## config.mk

```make
export PLATFORM = sky130hd
export DESIGN_NAME = ascon_perm_sched_2rc
export DESIGN_NICKNAME = d
export VERILOG_FILES = /design/src/rtl/ascon_perm_sched_2rc_pkg.sv /design/src/rtl/ascon_perm_sched_2rc.sv
export SDC_FILE = /design/constraint.sdc
export NUM_CORES = 1
export LEC_CHECK = 0
export ABC_AREA = 1
export BUFFER_PORTS_ARGS = -buffer_cell sky130_fd_sc_hd__buf_2
export CORE_MARGIN = 2
export CORE_UTILIZATION = 40
export CTS_BUF_LIST = sky130_fd_sc_hd__clkbuf_8 sky130_fd_sc_hd__clkbuf_16
export CTS_CLUSTER_DIAMETER = 40
export DETAILED_ROUTE_END_ITERATION = 12
export GPL_TIMING_DRIVEN = 0
export PLACE_DENSITY = 0.65
export REMOVE_ABC_BUFFERS = 1
export SYNTH_ARGS = -nofsm -noshare
export SYNTH_HDL_FRONTEND = slang
export SYNTH_SLANG_ARGS = --single-unit
```

## constraint.sdc

```tcl
create_clock -name clk -period 2.5 [get_ports clk]
set_clock_uncertainty 0.15 [all_clocks]
set_input_delay 0.375 -clock clk [delete_from_list [all_inputs] [get_ports clk]]
set_output_delay 0.375 -clock clk [all_outputs]
set_load 0.1 [all_outputs]
```

## src/rtl/ascon_perm_sched_2rc_pkg.sv

```systemverilog
// Shared encodings for the 2-rounds-per-cycle ASCON permutation sequencer:
// request modes, round-constant start values, round-pair counts, FSM states.
package ascon_sched_pkg;

    typedef enum logic [1:0] {
        MODE_P12 = 2'b00,
        MODE_P8  = 2'b01,
        MODE_P6  = 2'b10,
        MODE_ILL = 2'b11
    } mode_t;

    typedef enum logic {
        ST_IDLE = 1'b0,
        ST_RUN  = 1'b1
    } state_t;

    localparam logic [3:0] START_P12 = 4'd0;
    localparam logic [3:0] START_P8  = 4'd4;
    localparam logic [3:0] START_P6  = 4'd6;

    localparam logic [2:0] PAIRS_P12 = 3'd6;
    localparam logic [2:0] PAIRS_P8  = 3'd4;
    localparam logic [2:0] PAIRS_P6  = 3'd3;

    function automatic logic [3:0] start_of(mode_t m);
        case (m)
            MODE_P12: return START_P12;
            MODE_P8:  return START_P8;
            MODE_P6:  return START_P6;
            default:  return 4'd0;
        endcase
    endfunction

    function automatic logic [2:0] pairs_of(mode_t m);
        case (m)
            MODE_P12: return PAIRS_P12;
            MODE_P8:  return PAIRS_P8;
            MODE_P6:  return PAIRS_P6;
            default:  return 3'd0;
        endcase
    endfunction

endpackage

```

## src/rtl/ascon_perm_sched_2rc.sv

```systemverilog
// Permutation sequencer: drives round-constant load/step, state enable and
// completion, with a one-entry pending slot for bubble-free chaining.
module ascon_perm_sched_2rc
    import ascon_sched_pkg::*;
(
    input  logic       clk,
    input  logic       rst,
    input  logic       req_valid,
    output logic       req_ready,
    input  logic [1:0] req_mode,
    input  logic [1:0] req_id,
    output logic       rc_init,
    output logic       rc_inc,
    output logic [3:0] rc_start,
    output logic       perm_en,
    output logic       done,
    output logic [1:0] done_id,
    output logic       err,
    output logic       busy
);

    state_t     state;
    logic [2:0] pairs_left;
    logic [1:0] cur_id;
    logic       pend_valid;
    mode_t      pend_mode;
    logic [1:0] pend_id;

    mode_t mode_in;
    logic  accept, legal, running, last, start_new, chain_pend, to_pend;

    assign mode_in   = mode_t'(req_mode);
    assign req_ready = !pend_valid;
    assign accept    = req_valid && req_ready;
    assign legal     = (mode_in != MODE_ILL);
    assign running   = (state == ST_RUN);
    assign last      = running && (pairs_left == 3'd1);

    // A fresh request starts immediately from IDLE, or chains (bypass) on the
    // last pair when nothing is pending; accept already implies an empty slot.
    assign start_new  = accept && legal && (!running || last);
    assign chain_pend = last && pend_valid;
    assign to_pend    = accept && legal && running && !last;

    assign rc_init  = start_new || chain_pend;
    assign rc_start = chain_pend ? start_of(pend_mode) :
                      start_new  ? start_of(mode_in)   : 4'd0;
    assign rc_inc   = running && !last;
    assign perm_en  = running;
    assign done     = last;
    assign done_id  = last ? cur_id : 2'd0;
    assign err      = accept && !legal;
    assign busy     = running || pend_valid;

    always_ff @(posedge clk or posedge rst) begin
        if (rst) begin
            state      <= ST_IDLE;
            pairs_left <= 3'd0;
            cur_id     <= 2'd0;
            pend_valid <= 1'b0;
            pend_mode  <= MODE_P12;
            pend_id    <= 2'd0;
        end else begin
            if (chain_pend) begin
                state      <= ST_RUN;
                pairs_left <= pairs_of(pend_mode);
                cur_id     <= pend_id;
                pend_valid <= 1'b0;
            end else if (start_new) begin
                state      <= ST_RUN;
                pairs_left <= pairs_of(mode_in);
                cur_id     <= req_id;
            end else if (running) begin
                pairs_left <= pairs_left - 3'd1;
                if (last)
                    state <= ST_IDLE;
            end
            if (to_pend) begin
                pend_valid <= 1'b1;
                pend_mode  <= mode_in;
                pend_id    <= req_id;
            end
        end
    end

endmodule
```

After elaboration in Yosys (flattened, before gate mapping)
Index checks and enable logic that the tools add are counted.
- divide/modulo/power cells: 0
- bitwise operators: 0
- equal/unequal tests: 6
- multiply operators: 0
- $lt $le $gt $ge: 0
- shifts and indexed selects: 0
- reduce and logical (&&, ||, !) cells: 21
- add/sub/neg operators: 1
- muxes and demuxes: 18
- operators with widths (kind ; number):
    one-hot mux 3 bit (3 select lines) ; 2
    one-hot mux 3 bit (2 select lines) ; 2
    logical AND 1 bit ; 9
    two-way mux 3 bit ; 3
    two-way mux 4 bit ; 2
    two-way mux 1 bit ; 6
    two-way mux 2 bit ; 3
    == test 2 x 1 -> 1 bit, second input constant ; 2
    == test 2 bit, second input constant ; 2
    logical NOT 1 bit ; 4
    logical NOT 2 bit ; 2
    nonzero test 2 bit ; 2
    == test 3 x 1 -> 1 bit, second input constant ; 1
    logical OR 1 bit ; 3
    nonzero test 3 bit ; 1
    subtractor 3 x 1 -> 3 bit, second input constant ; 1
    inequality test 2 bit, second input constant ; 1
- memory bits (writable): 0
- memories: 0
- memory bits (read-only): 0
- bits in latches: 0
- flip-flop bits (word level): 11
- word-level logic and storage cells: 52

Logic depth before layout (Yosys ltp)
- depth in word-level cells: 6
- mapped depth: 10
- gate-level depth less buffers: 10

Least setup slack after synthesis
OpenSTA, ideal clock, no wires.
- path kind: register to output
- from: reg state (netlist: perm_en)
- to: out rc_start[1]
- data required time: 1975 ps
- cell stages (with the launch flop): 3
- path slack: -1422 ps
- data arrival time: 3397 ps
- cells stage by stage: dfrtp_1 > nand4_4 > o21ai_0
- cells in the longest elaborated chain, start to end: 5
- elaborated cells on any way between the ends: 7
- those cells by class: mux: 2; reduce/logical: 5
- ends and longest elaborated chain (item ; line ; RTL):
    start: declaration ; ascon_perm_sched_2rc.sv:22 ; state_t state;
    start signal: assignment ; ascon_perm_sched_2rc.sv:57 ; state <= ST_IDLE;
    start signal: assignment ; ascon_perm_sched_2rc.sv:65 ; state <= ST_RUN;
    start signal: assignment ; ascon_perm_sched_2rc.sv:70 ; state <= ST_RUN;
    logical NOT 1 bit or logical AND 1 bit (tied branches) ; ascon_perm_sched_2rc.sv:41, ascon_perm_sched_2rc.sv:37 ;
    logical OR 1 bit ; ascon_perm_sched_2rc.sv:41 ; assign start_new = accept && legal && (!running || last);
    logical AND 1 bit ; ascon_perm_sched_2rc.sv:41 ;
    two-way mux 4 bit ; ascon_perm_sched_2rc.sv:47 ; start_new ? start_of(mode_in) : 4'd0;
    two-way mux 4 bit (*) ; ascon_perm_sched_2rc.sv:46 ; assign rc_start = chain_pend ? start_of(pend_mode) :
    end: declaration ; ascon_perm_sched_2rc.sv:14 ; output logic [3:0] rc_start,
Every way passes the cells marked *; elsewhere a longest branch is shown, timed or not.

Worst setup path in the final report
- from: reg pairs_left[1]
- to: out rc_start[2]
- cells in the longest elaborated chain, start to end: 6
- elaborated cells on any way between the ends: 7
- those cells by class: eq/ne: 1; mux: 2; reduce/logical: 4
- ends and longest elaborated chain (item ; line ; RTL):
    start: declaration ; ascon_perm_sched_2rc.sv:23 ; logic [2:0] pairs_left;
    start signal: assignment ; ascon_perm_sched_2rc.sv:66 ; pairs_left <= pairs_of(pend_mode);
    start signal: assignment ; ascon_perm_sched_2rc.sv:71 ; pairs_left <= pairs_of(mode_in);
    start signal: assignment ; ascon_perm_sched_2rc.sv:74 ; pairs_left <= pairs_left - 3'd1;
    == test 3 x 1 -> 1 bit (*) ; ascon_perm_sched_2rc.sv:37 ; assign last = running && (pairs_left == 3'd1);
    logical AND 1 bit (*) ; ascon_perm_sched_2rc.sv:37 ;
    logical OR 1 bit ; ascon_perm_sched_2rc.sv:41 ;
    logical AND 1 bit ; ascon_perm_sched_2rc.sv:41 ;
    two-way mux 4 bit ; ascon_perm_sched_2rc.sv:47 ;
    two-way mux 4 bit (*) ; ascon_perm_sched_2rc.sv:46 ;
Marked as above.

==> results.sh <==
export IMPL_status="finished, final reports clean"
export IMPL_fin_crit_sh_pct=93.8
export IMPL_r2r_start="pairs_left[1]"
export IMPL_r2r_end="pend_valid"
export IMPL_grt_max_degree=12
export IMPL_grt_pass1_vias=638
export IMPL_die_x_um=49.9
export IMPL_cts_tree="built"
export IMPL_synth_area_um2=843
export IMPL_ys_seq_area_share_pct=32.6
export IMPL_grt_pass1_wl_um=2770
export IMPL_fin_setup_tns_ns=0
export IMPL_via_per_inst=4.44
export IMPL_final_cell_mix="nand2_1, inv_1, buf_2, ha_1, dfrtp_1"
export IMPL_final_common_cell="nand2_1"
export IMPL_dp_hpwl_um=1330
export IMPL_cpMaxStageDelayCell="buf_2"
export IMPL_numPortBuffers=17
export IMPL_antenna_cells=0
export IMPL_core_area_um2=1980
export IMPL_initial_core_util_pct=42.6
export IMPL_clk_pin_slew_worst_paths_ns=0.05
export IMPL_placed_area_um2=951
export IMPL_arrival_ns=1.82
export IMPL_rr_worst_depth=7
export IMPL_fillers=193
export IMPL_die_area_um2=2490
export IMPL_synth_cell_types=23
export IMPL_syn_area_per_cell_um2=7.96
export IMPL_startpoint="pairs_left[1]"
export IMPL_io_pins=20
export IMPL_yosys_register_bits=11
export IMPL_path_class="flop to output port"
export IMPL_period_needed_ns=2.34
export IMPL_path_cells="inv_1, ha_1, nand2_2, nand2_2, nand2_4, inv_4, a22o_1, buf_2"
export IMPL_cpMostUsedCell="nand2_2"
export IMPL_end_kind="output port"
export IMPL_syn_to_final_growth_pct=19.6
export IMPL_nets=146
export IMPL_routed_wl_um=1590
export IMPL_grt_util_all_layers_pct=15.2
export IMPL_clockBufferDepth=2
export IMPL_slowest_delay_ns=0.42
export IMPL_rsz0062_at_grt="no"
export IMPL_finalMaxSlewViolations=0
export IMPL_hold_start="req_id[1]"
export IMPL_setup_ws_ns=0.155
export IMPL_cts_root_buf="clkbuf_8"
export IMPL_routedWlPerCell_um=10.4
export IMPL_detail_route_antenna_nets=0
export IMPL_dr_first_iter_drc_count=11
export IMPL_hold_slack_ns=0.240
export IMPL_syn_inst=106
export IMPL_fmax_mhz=426
export IMPL_num_vias=684
export IMPL_die_height_um=49.9
export IMPL_row_count=16
export IMPL_critPathRequiredTime_ns=1.98
export IMPL_cap_violations=0
export IMPL_hold_viol_final=0
export IMPL_cp_start_kind="flop"
export IMPL_clock_latency_ns=0.24
export IMPL_cp_top_family="buffers and inverters"
export IMPL_drc=0
export IMPL_final_layout_size_suffix_gt1_share_pct=26.0
export IMPL_grt_overflow_total=0
export IMPL_cts_sinks=11
export IMPL_cts_setup_buffers=0
export IMPL_dp_slack_ns=0.288
export IMPL_antenna_found_initial=0
export IMPL_dr_pass1_iters=4
export IMPL_place_gp_congestion=0.795
export IMPL_path_max_fanout=6
export IMPL_min_to="pend_id[1]"
export IMPL_yosysWarnings=0
export IMPL_cts_buffers=3
export IMPL_critPathBufInv=3
export IMPL_final_area_um2=1010
export IMPL_finalSetupViolations=0
export IMPL_ff2ff_setup_slack_ns=0.94
export IMPL_htreeDepth=1
export IMPL_min_path_type="primary input to flop"
export IMPL_holdPathStages=3
export IMPL_cp_num_cells=8
[worst max path at each step]
stage	endpoint	slack, ns
3_3_place_gp	rc_start[1]	0.30
6_report	rc_start[2]	0.16
5_1_grt	rc_start[2]	0.03
4_1_cts	rc_start[1]	0.1
3_5_place_dp	rc_start[1]	0.29
2_1_floorplan	rc_start[1]	-1.42
[synthesized netlist by cell type, drive strengths merged]
master,n,area (um^2)
nand2,26,120
inv,20,77.6
dfrtp,11,275
ha,11,138
nor2,11,57.6
nand3,10,55.1
o21ai,6,30.0
buf,2,15.0
o211ai,2,15.0
a21oi,1,5.00
a22o,1,8.76
clkinv,1,5.00
conb,1,3.75
nand4,1,21.3
o21bai,1,7.51
xnor2,1,8.76
[metrics by stage]
step	cells	utilization, %
after floorplan	105	-
final	154	50.9
after global placement	149	48.0
after CTS	154	50.8
after global routing	154	50.9
after detailed placement	149	48.0
[worst reg2reg max path, stage by stage (launching register included)]
cell and delay (ns):
dfrtp_1 0.37, inv_1 0.07, ha_1 0.24, nand2_2 0.08
nand2_2 0.11, clkinv_2 0.09, nand2_1 0.18, o21ai_0 0.14
[sequential cells by signal (all words and copies together) (netlist names)]
| name | count |
|---|---|
| cur_id | 2 |
| pairs_left | 3 |
| pend_id | 2 |
| pend_mode | 2 |
| pend_valid | 1 |
| perm_en | 1 |
[final cells by class]
type	instances	area (um^2)	share of cell area, %
Multi-Input combinational cell	73	474	47.0
Sequential cell	11	275	27.3
Timing Repair Buffer	18	97.6	9.68
Inverter	21	82.6	8.19
Clock buffer	3	41.3	4.09
Tap cell	27	33.8	3.35
Clock inverter	1	3.75	0.372
[timing repair]
item | 4_1_cts | 5_1_grt
hold endpoints to repair | 11 | 0
setup endpoints to repair | 0 | 1
hold buffers | 1 | 0
resized for setup | 0 | 1
[cells by family after synthesis]
logic type | share of synthesized area [%]
adders and majority gates | 16.3
xor gates and xnor gates | 1.04
buffers and inverters | 11.6
DFF | 32.6
AOI/OAI and AO/OA | 7.86
and+or+nand+nor | 30.1
other | 0.445
[routing by layer]
metal,up-vias,wire length [um],GRT usage [%]
met2,22,749,23.8
li1,364,-,-
met4,0,19,5.56
met5,-,0,0
met3,2,85,4.85
met1,296,739,19.4
Power is left out: the tool's default activity adds up to more than one toggle a clock period on the data nets, which glitch-free logic cannot reach.
